==> config.mk <==
export PLATFORM = sky130hd
export DESIGN_NAME = ram_arbiter
export DESIGN_NICKNAME = d
export VERILOG_FILES = /design/src/rtl/ram_arbiter.sv
export SDC_FILE = /design/constraint.sdc
export NUM_CORES = 1
export LEC_CHECK = 0
export ABC_AREA = 1
export CORE_ASPECT_RATIO = 0.7
export CORE_MARGIN = 1
export CORE_UTILIZATION = 42
export CTS_CLUSTER_SIZE = 20
export DETAILED_ROUTE_END_ITERATION = 12
export PLACE_DENSITY = 0.92
export SLEW_MARGIN = 0
export SYNTH_ARGS = -nofsm -noshare
export SYNTH_HDL_FRONTEND = slang
export SYNTH_SLANG_ARGS = --single-unit
export TNS_END_PERCENT = 50
==> constraint.sdc <==
create_clock -name clock -period 1.4 [get_ports clock]
set_input_delay 0.42 -clock clock [delete_from_list [all_inputs] [get_ports clock]]
set_output_delay 0.42 -clock clock [all_outputs]
set_load 0.1 [all_outputs]
==> src/rtl/ram_arbiter.sv <==
// ram_arbiter: round-robin arbiter sharing one single-port 32x8 RAM between two req/ack clients.
// Define ARB_FIXED_PRIO_EN for fixed priority (port 0 always wins contention; port 1 may starve).
module ram_arbiter #(
  parameter int AW = 5,
  parameter int DW = 8
) (
  input  logic          clock,
  input  logic          reset,
  input  logic          req0,
  input  logic          we0,
  input  logic [AW-1:0] addr0,
  input  logic [DW-1:0] wdata0,
  output logic          ack0,
  output logic [DW-1:0] rdata0,
  input  logic          req1,
  input  logic          we1,
  input  logic [AW-1:0] addr1,
  input  logic [DW-1:0] wdata1,
  output logic          ack1,
  output logic [DW-1:0] rdata1,
  output logic [AW-1:0] ram_address,
  output logic [DW-1:0] ram_data,
  output logic          ram_wren,
  input  logic [DW-1:0] ram_q,
  output logic          busy
);

  typedef enum logic [1:0] {
    IDLE  = 2'd0,
    ISSUE = 2'd1,
    WAIT  = 2'd2,
    ACK   = 2'd3
  } state_t;

  state_t state;
  logic   owner;
  logic   owner_write;
  logic   last_grant;
  logic   sel;

  // Port chosen if a grant happens this cycle; only consumed in IDLE.
  always_comb begin
    sel = 1'b0;
    if (req0 && req1) begin
`ifdef ARB_FIXED_PRIO_EN
      sel = 1'b0;
`else
      sel = ~last_grant;
`endif
    end else if (req1) begin
      sel = 1'b1;
    end else begin
      sel = 1'b0;
    end
  end

  // Access sequencer: grant, one RAM issue cycle, capture, one-cycle ack.
  always_ff @(posedge clock) begin
    if (reset) begin
      state       <= IDLE;
      owner       <= 1'b0;
      owner_write <= 1'b0;
      last_grant  <= 1'b1;
      ram_address <= {AW{1'b0}};
      ram_data    <= {DW{1'b0}};
      ram_wren    <= 1'b0;
      ack0        <= 1'b0;
      ack1        <= 1'b0;
      rdata0      <= {DW{1'b0}};
      rdata1      <= {DW{1'b0}};
      busy        <= 1'b0;
    end else begin
      case (state)
        IDLE: begin
          if (req0 || req1) begin
            owner       <= sel;
            owner_write <= sel ? we1 : we0;
            ram_address <= sel ? addr1 : addr0;
            ram_data    <= sel ? wdata1 : wdata0;
            ram_wren    <= sel ? we1 : we0;
            busy        <= 1'b1;
            state       <= ISSUE;
          end else begin
            state <= IDLE;
          end
        end
        ISSUE: begin
          // The RAM has registered wren at this edge; never let it see a second write.
          ram_wren <= 1'b0;
          state    <= WAIT;
        end
        WAIT: begin
          if (owner) begin
            ack1 <= 1'b1;
            if (!owner_write) begin
              rdata1 <= ram_q;
            end
          end else begin
            ack0 <= 1'b1;
            if (!owner_write) begin
              rdata0 <= ram_q;
            end
          end
          last_grant <= owner;
          state      <= ACK;
        end
        ACK: begin
          ack0  <= 1'b0;
          ack1  <= 1'b0;
          busy  <= 1'b0;
          state <= IDLE;
        end
        default: begin
          ack0     <= 1'b0;
          ack1     <= 1'b0;
          ram_wren <= 1'b0;
          busy     <= 1'b0;
          state    <= IDLE;
        end
      endcase
    end
  end

endmodule

==> run metrics, run 1 <==
via count=1823; final wirelength=5060 um; P_leak=1.42 nW; Max-Cap Viols=0; XOR/XNOR Fraction of Synth Area=0; Clock Latency Late Sink=roughly 290 ps; Slew HR=0.838; GRT overflow=0; #FFs+latches synth=38; dpl cells=between 300 and 400; CTS buffer count=5; ANT cells=0; Synth Net Count=280; Slew Viols, Final=0; via/cell ratio=4.85; number of global-route vias before repair=1661; commonest non-fill, non-tap cells in the layout=67 x nor2_1, 38 x buf_12, 37 x clkdlybuf4s50_1; Total GRT Usage=0.240; hpwl dp=3590 um; Worst-path clk slew=70 ps; DIE WIDTH=between 70 and 80 um; Final Net Count=370; post-synthesis mux area share=0; mapped cell area=roughly 1700 um^2; syn_area_per_cell=7.21 um^2; synth warn=0; DR WL/cell=13.5 um; worst-path maximum fanout=8; worst slew pin tran=243 ps; Post-Syn Instances=235; Finish-stage setup viols=0; min-delay worst type=reg -> reg; Starting Density=0.459; Critical Path Source Type=flop; critical setup path kind=reg -> reg; row cnt=18; CTS max path bufs=2; Sink Count=38; # IOs=73; first-pass GRT wire length=7710 um; Worst Setup SP=state[0]; Die ar.=roughly 4300 um^2; fin crit period=1390 ps; Root Buffer=clkbuf_8; RSZ-0062 raised after global routing=yes; initial antenna violation count=0; gpl congestion=roughly 0.9; Fin Hold WS=about 490 ps; Worst R2R Start=state[0]; drt first pass iters=4; post-route clock period utilization=0.991; WP data arrival=1560 ps; sequential fraction of the synthesis area=0.449; ANT nets after route=0; input/output buffers=72; f_max=about 700 MHz; area growth from synthesis to layout=83.7%; endpoint class of the critical path=flop; post-synth cell types=22; most common cell after layout, fill and taps aside=nor2_1; outcome=completed; DIE HEIGHT=55.2 um; post-synthesis simple-gate area fraction=0.278; initial detailed-routing violation count=67; Synth Area in Adders=0.0369; Peak VDD IR=0.00121 V; share of layout cells above drive strength 1=0.267; skew final=between 3 and 4 ps; CTS tree=done; Critical Path RT=1580 ps; DRC viols=0; Cell Count, Final, Fillers Out=376; core box area=3690 um^2; Synth Area in Compound Gates=0.134; power density cells=1930 nW/um^2; Hold Crit Start=last_grant; pin count of the biggest net entering global routing=27; largest family of logic cells by synthesized area=simple AND/OR/NAND/NOR gates; Fin. Hold Viols=0; H-Tree Depth=2
-- path summary, 6_finish.rpt --
kind           endpoint  slack [ps]  cells after the start
min reg2reg  last_grant         490                      2
min          last_grant         490                      2
max reg2reg   rdata0[7]          10                      7
max           rdata0[7]          10                      7
-- sequential cells by signal, summed over array words and instances, names as in the netlist --
| register | flops |
|---|---|
| ram_data | 8 |
| rdata0 | 8 |
| rdata1 | 8 |
| ram_address | 5 |
| state | 2 |
| ack0 | 1 |
| ack1 | 1 |
| busy | 1 |
| last_grant | 1 |
| owner | 1 |
| owner_write | 1 |
| ram_wren | 1 |
-- per-stage QoR --
step	setup TNS (ps)	setup WS, ps	cell area, um^2	total power [W]	utilization
floorplan	0	26.5	1700	0.00370	-
global placement	-4580	-292	2880	0.00493	0.780
detailed placement	-6310	-377	2880	0.00502	0.780
CTS	0	12.6	3010	0.00582	0.816
global route	-531	-50.8	3110	0.00630	0.843
finish	0	12.1	3110	0.00603	0.843
-- cell type report --
cell class                      count  area, um^2
Clock buffer                        6        82.6
Clock inverter                      2        12.5
Fill cell                         218         579
Inverter                           26         104
Multi-Input combinational cell    163         815
Sequential cell                    38         763
Tap cell                           50        62.6
Timing Repair Buffer               91        1270
-- cells by family after synthesis --
family	count (synthesis)
DFF	38
adders and majority gates	5
buffers and inverters	34
and+or+nand+nor	117
AOI/OAI and AO/OA	41
-- routing by layer --
metal  GRT usage  up-vias  share of wire  wire (um)
li1            -      907              -          -
met1       0.291      828           0.42       2120
met2       0.423       79           0.49       2500
met3      0.0754        9          0.072        362
met4      0.0648        0          0.014         72
met5           0        -              0          0
-- power breakdown --
part           internal, W  switching, W
Sequential         0.00134      0.000285
Combinational      0.00137       0.00224
Clock             0.000396      0.000390
Total              0.00311       0.00292
-- Yosys cell counts --
cell | number | area share
nor2_2 | 2 | 0.0074
nor2_4 | 2 | 0.013
ha_1 | 5 | 0.037
clkbuf_8 | 1 | 0.0081
nand2_2 | 3 | 0.011
o21ai_2 | 4 | 0.021
nand2_1 | 33 | 0.073
clkbuf_4 | 1 | 0.0044
inv_2 | 1 | 0.0022
buf_12 | 1 | 0.012
clkbuf_1 | 2 | 0.0044
a21oi_1 | 6 | 0.018
a21boi_0 | 1 | 0.0044
dfxtp_1 | 38 | 0.45
nor2_1 | 73 | 0.16
o21ai_0 | 28 | 0.083
inv_1 | 25 | 0.055
o211ai_1 | 1 | 0.0044
a211oi_1 | 1 | 0.0044
nand3_1 | 4 | 0.012
buf_1 | 1 | 0.0022
buf_6 | 2 | 0.013
-- worst max-delay path, stage by stage (launching register included) --
cell        delay [ps]
dfxtp_2            340
inv_4               70
ha_4               160
nand2_4             70
nor2_4             170
clkinvlp_4         250
nor2_2             150
nor2_1              70
-- repair_timing --
action / in CTS / in global routing
cloned: 0 / 1
hold buffers: 0 / 0
endpoints found under the hold margin: 0 / 0
setup buffers: 2 / 3
endpoints found under the setup margin: 27 / 32
gates resized for setup: 6 / 18
pin swaps: 1 / 10
Note: power is estimated with default switching activity, not from simulation.
==> run 2, diff against run 1 <==
--- a/config.mk
+++ b/config.mk
@@ -8,10 +8,11 @@
 export ABC_AREA = 1
 export CORE_ASPECT_RATIO = 0.7
 export CORE_MARGIN = 1
-export CORE_UTILIZATION = 42
+export CORE_UTILIZATION = 43
+export CTS_BUF_LIST = sky130_fd_sc_hd__clkbuf_4 sky130_fd_sc_hd__clkbuf_8
 export CTS_CLUSTER_SIZE = 20
 export DETAILED_ROUTE_END_ITERATION = 12
-export PLACE_DENSITY = 0.92
+export PLACE_DENSITY = 0.93
 export SLEW_MARGIN = 0
 export SYNTH_ARGS = -nofsm -noshare
 export SYNTH_HDL_FRONTEND = slang
==> run metrics, run 2 (same netlist as run 1, synthesis figures left out) <==
hpwl dp=3510 um (was 3590 um); GRT overflow=0 (unchanged); fin crit period=1400 ps (was 1390 ps); initial detailed-routing violation count=127 (was 67); core box area=3650 um^2 (was 3690 um^2); via count=1870 (was 1823); fillcell total=193 (was 218); f_max=714 MHz (was 721 MHz); Fin Hold WS=493 ps (was 492 ps); largest registers=ram_data (8), rdata0 (8), rdata1 (8) (unchanged); total power=0.00620 W (was 0.00603 W); area growth from synthesis to layout=83.6% (was 83.7%); Total GRT Usage=0.231 (was 0.240); Clock Latency Late Sink=290 ps (about the same); worst-path maximum fanout=7 (was 8); Peak VDD IR=0.00132 V (was 0.00121 V); CTS tree=done (unchanged); most common cell after layout, fill and taps aside=nor2_1 (unchanged); drt first pass iters=5 (was 4); input/output buffers=72 (unchanged); failing checks=negative setup slack; P_leak=1.44 nW (was 1.42 nW); Slew Viols, Final=0 (unchanged); endpoint class of the critical path=flop (unchanged); DRC viols=0 (unchanged); Die ar.=4200 um^2 (was 4300 um^2); # IOs=73 (unchanged); WP data arrival=1570 ps (was 1560 ps); critical setup path kind=reg -> reg (unchanged); worst slew pin tran=280 ps (was 243 ps); initial antenna violation count=0 (unchanged); commonest non-fill, non-tap cells in the layout=73 x nor2_1, 38 x buf_12, 37 x clkdlybuf4s50_1 (was 67 x nor2_1, 38 x buf_12, 37 x clkdlybuf4s50_1); power density cells=1990 nW/um^2 (was 1930 nW/um^2); first-pass GRT wire length=7210 um (was 7710 um); Root Buffer=clkbuf_8 (unchanged); Critical Path Source Type=flop (unchanged); Finish-stage setup viols=1 (was 0); share of layout cells above drive strength 1=0.246 (was 0.267); skew final=7.69 ps (was 3.85 ps); Final Net Count=369 (was 370); Critical Path RT=1570 ps (was 1580 ps); row cnt=18 (unchanged); Fin. Hold Viols=0 (unchanged); min-delay worst type=reg -> reg (unchanged); setup ws final=-1.36 ps (was 12.1 ps); H-Tree Depth=2 (unchanged); ANT cells=0 (unchanged); worst slack at placement=-371 ps (was -377 ps); post-route clock period utilization=1.00 (was 0.991); number of global-route vias before repair=1595 (was 1661); DIE HEIGHT=54.5 um (was 55.2 um); Worst-path clk slew=80 ps (was 70 ps); DIE WIDTH=77.1 um (was 77.9 um); gpl congestion=0.833 (was 0.897); sum of negative setup slack=-1.36 ps (was 0 ps); CTS buffer count=5 (unchanged); DR WL/cell=14.3 um (was 13.5 um); outcome=finished with violations (was completed); ANT nets after route=0 (unchanged); final wirelength=5360 um (was 5060 um); Max-Cap Viols=0 (unchanged); CTS max path bufs=2 (unchanged); via/cell ratio=4.99 (was 4.85); pin count of the biggest net entering global routing=27 (unchanged); Post-Route Utilization=0.853 (was 0.843); Slew HR=0.813 (was 0.838); Starting Density=0.465 (was 0.459); Sink Count=38 (unchanged)
[run 2: cell count changes in the layout (fill, tap and decap cells not counted), moves of 2 or more]
cell / before / now
nor2_1: 67 / 73
o21ai_0: 28 / 22
o21ai_1: 0 / 6
nor2_2: 5 / 0
buf_4: 12 / 10
dlygate4sd2_1: 2 / 0
dlymetal6s2s_1: 0 / 2
nand2_2: 3 / 5
[run 2: repair_timing]
| action | 4_1_cts | 5_1_grt |
|---|---|---|
| hold buffers | 0 | 0 |
| gates resized for setup | 2 | 19 |
| endpoints found under the setup margin | 18 | 31 |
| cloned | 0 | 3 |
| pin swaps | 0 | 1 |
| buffers inserted | 0 | 1 |
[run 2: report_power, final]
part | switching (W) | internal, W
Combinational | 0.00231 | 0.00148
Clock | 0.000394 | 0.000396
Sequential | 0.000282 | 0.00134
[run 2: metrics by stage]
stage | instances | cell area, um^2
after detailed placement | 363 | 2890
after global placement | 363 | 2890
after CTS | 371 | 2990
final | 375 | 3110
after global routing | 375 | 3110
after floorplan | 235 | 1700
[run 2: final timing paths]
check        startpoint          to  slack, ps  cells past startpoint
min          last_grant  last_grant        490                      2
max            state[1]        busy         -1                      8
min reg2reg  last_grant  last_grant        490                      2
max reg2reg    state[1]        busy         -1                      8
[run 2: worst max-delay path, cell delays in order (launching register included)]
cell and delay (ps):
dfxtp_2 380, inv_2 70, ha_4 160, inv_2 70, nor2_4 40, buf_12 140, buf_4 130, o21ai_0 200
nor2_1 80
[run 2: final cells by class]
| class | count | area (um^2) | area share |
|---|---|---|---|
| Multi-Input combinational cell | 163 | 802 | 0.258 |
| Tap cell | 50 | 62.6 | 0.0201 |
| Sequential cell | 38 | 763 | 0.245 |
| Timing Repair Buffer | 90 | 1290 | 0.415 |
| Clock buffer | 6 | 82.6 | 0.0265 |
| Clock inverter | 2 | 12.5 | 0.00402 |
| Inverter | 26 | 97.6 | 0.0314 |
[run 2: routing by layer]
metal  up-vias  GRT usage  part of all wire
met5         -          0                 0
met4         0      0.145             0.019
li1        911          -                 -
met2        95      0.369              0.49
met1       852      0.285              0.41
met3        12     0.0650             0.083
==> run 3, diff against run 2 <==
--- a/config.mk
+++ b/config.mk
@@ -5,7 +5,6 @@
 export SDC_FILE = /design/constraint.sdc
 export NUM_CORES = 1
 export LEC_CHECK = 0
-export ABC_AREA = 1
 export CORE_ASPECT_RATIO = 0.7
 export CORE_MARGIN = 1
 export CORE_UTILIZATION = 43
==> run metrics, run 3 <==
total power=0.00574 W (was 0.00620 W); Synth Net Count=220 (was 280); synth top area cells=dfxtp_1 45%, mux2i_1 9.5%, a311oi_2 8.9%, nor2_1 7.4%, nand2_1 6.9% (was dfxtp_1 45%, nor2_1 16%, o21ai_0 8.3%, nand2_1 7.3%, inv_1 5.5%); endpoint class of the critical path=flop (unchanged); drt first pass iters=4 (was 5); WP depth=5 (was 8); WP data arrival=1640 ps (was 1570 ps); Starting Density=0.463 (was 0.465); GR Util met2=0.402 (was 0.369); ANT nets after route=0 (unchanged); fin crit period=1460 ps (was 1400 ps); #FFs+latches synth=38 (unchanged); largest registers=ram_data (8), rdata0 (8), rdata1 (8) (unchanged); syn_area_per_cell=9.60 um^2 (was 7.21 um^2); post-synth cell types=26 (was 22); # IOs=73 (unchanged); Max-Cap Viols=0 (unchanged); Critical Path Source Type=primary input (was flop); H-Tree Depth=2 (unchanged); WP buf/inv=2 (was 4); f_max=686 MHz (was 714 MHz); Fin Hold WS=527 ps (was 493 ps); Slowest-stage cell, CP=a211oi_1 (was dfxtp_2); via count=1593 (was 1870); mapped cell area=1680 um^2 (was 1700 um^2); top_reg_cell synth=dfxtp_1 (unchanged); number of global-route vias before repair=1483 (was 1595); dpl cells=299 (was 363); GR Util met1=0.262 (was 0.285); initial detailed-routing violation count=103 (was 127); CP endpoint=owner_write (was busy); Finish-stage setup viols=1 (unchanged); Yosys top cell by area=dfxtp_1 (unchanged); critical setup path kind=in -> reg (was reg -> reg); hpwl dp=3380 um (was 3510 um); worst slew pin tran=300 ps (was 280 ps); placed inst area=2860 um^2 (was 2890 um^2); fillcell total=208 (was 193); gpl congestion=0.835 (was 0.833); Slew HR=0.798 (was 0.813); CTS buffer count=5 (unchanged); Worst-path clk slew=70 ps (was 80 ps); Register-to-Register Path Depth=6 (was 8); Fin. Hold Viols=0 (unchanged); ANT cells=0 (unchanged); first-pass GRT wire length=7000 um (was 7210 um); outcome=finished with violations (unchanged); synth warn=0 (unchanged); initial antenna violation count=0 (unchanged); EDFF count, synth=0 (unchanged); sequential fraction of the synthesis area=0.453 (was 0.449); DR WL/cell=15.8 um (was 14.3 um); via/cell ratio=5.14 (was 4.99); Crit path max-delay family=compound AO/OA/AOI/OAI gates (was buffers and inverters); Die ar.=4170 um^2 (was 4200 um^2); skew final=5.17 ps (was 7.69 ps); final wirelength=4900 um (was 5360 um); power density cells=1880 nW/um^2 (was 1990 nW/um^2); worst-path maximum fanout=4 (was 7); pin count of the biggest net entering global routing=19 (was 27); Critical Path RT=1590 ps (was 1570 ps); Worst Setup SP=req0 (was state[1]); Worst R2R Start=state[0] (was state[1]); Worst path max stage delay=330 ps (was 380 ps); Root Buffer=clkbuf_8 (unchanged); Post-Syn Instances=175 (was 235); DIE WIDTH=76.7 um (was 77.1 um); failing checks=negative setup slack (unchanged); peak-usage layer in the global routing report=met2 (unchanged); row cnt=18 (unchanged); reg-to-reg slack, setup=10 ps (was -1 ps); Total GRT Usage=0.222 (was 0.231); commonest non-fill, non-tap cells in the layout=37 x clkdlybuf4s50_1, 37 x buf_12, 35 x dfxtp_1 (was 73 x nor2_1, 38 x buf_12, 37 x clkdlybuf4s50_1); Final Net Count=304 (was 369); Cell Count, Final, Fillers Out=310 (was 375); Yosys top cell area share=0.453 (was 0.449); sequence of cells on the critical path=dlygate4sd2_1 -> buf_4 -> o21ai_0 -> a21oi_1 -> a211oi_1 (was inv_2 -> ha_4 -> inv_2 -> nor2_4 -> buf_12 -> buf_4 -> o21ai_0 -> nor2_1); CTS tree=done (unchanged); P_leak=1.25 nW (was 1.44 nW); input/output buffers=72 (unchanged); Post-synth top cells=38 x dfxtp_1, 33 x nor2_1, 31 x nand2_1 (was 73 x nor2_1, 38 x dfxtp_1, 33 x nand2_1); DRC viols=0 (unchanged); area growth from synthesis to layout=81.5% (was 83.6%); CTS max path bufs=2 (unchanged); sum of negative setup slack=-58.2 ps (was -1.36 ps); core box area=3630 um^2 (was 3650 um^2); DIE HEIGHT=54.3 um (was 54.5 um); GR Util met3=0.0683 (was 0.0650); setup ws final=-58.2 ps (was -1.36 ps); min-delay worst type=reg -> reg (unchanged); Clock Latency Late Sink=290 ps (about the same); FF-to-FF End=rdata0[6] (was busy); Sink Count=38 (unchanged); most frequent cell after synthesis=dfxtp_1 (was nor2_1); asr flop ratio synth=0 (unchanged); GRT overflow=0 (unchanged); design area=3050 um^2 (was 3110 um^2); share of layout cells above drive strength 1=0.308 (was 0.246); Slew Viols, Final=0 (unchanged); Peak VDD IR=0.00119 V (was 0.00132 V); post-route clock period utilization=1.04 (was 1.00)
run 3: cell families after synthesis:
logic type,Yosys count,synth area share
flops,38,0.453
simple gates,70,0.168
buf+inv,16,0.0618
mux,16,0.0953
compound gates,30,0.185
fa+ha+maj,5,0.0372
run 3: tightest hold or removal path, cell delays in order (launching register included):
cell     delay [ps]
dfxtp_1         340
o21ai_0          80
a21oi_1          60
run 3: power by group:
group,total (W),internal [W],switching (W)
logic,0.00337,0.00136,0.00201
registers,0.00157,0.00131,0.000258
clock network,0.000801,0.000417,0.000384
run 3: what timing repair did:
action                     4_1_cts  5_1_grt
cloned                           0        1
resized for setup                7       10
setup buffers                    0        2
hold buffers                     0        0
pin swaps                        0        0
setup endpoints to repair       22       33
run 3: per-stage QoR:
| step | setup slack, ps | utilization |
|---|---|---|
| after floorplan | 10.5 | - |
| after detailed placement | -499 | 0.790 |
| final | -58.2 | 0.841 |
| after global routing | -82.5 | 0.841 |
| after global placement | -374 | 0.790 |
| after CTS | -45.4 | 0.821 |
run 3: area by class of cell:
| type | instances | area, um^2 | share of cell area |
|---|---|---|---|
| clock buffers | 7 | 90.1 | 0.0295 |
| clock inverters | 1 | 5.00 | 0.00164 |
| inverters | 5 | 21.3 | 0.00697 |
| multi-input cells | 121 | 862 | 0.283 |
| flip-flops and latches | 38 | 764 | 0.251 |
| well taps | 50 | 62.6 | 0.0205 |
| repair buffers | 88 | 1240 | 0.408 |
run 3: worst min path at each step:
| stage | start | to | slack, ps | cells past startpoint |
|---|---|---|---|---|
| floorplan | owner_write | owner_write | 490 | 2 |
| global placement | ack0 | ack0 | 500 | 2 |
| detailed placement | ack1 | ack1 | 510 | 2 |
| CTS | ack1 | ack1 | 520 | 2 |
| global route | ack0 | ack0 | 560 | 2 |
| finish | ack0 | ack0 | 530 | 2 |
run 3: metal layers:
metal | share of wire | up-vias
met5 | 0 | -
met4 | 0.010 | 0
met3 | 0.068 | 9
met2 | 0.49 | 60
met1 | 0.43 | 755
li1 | - | 769
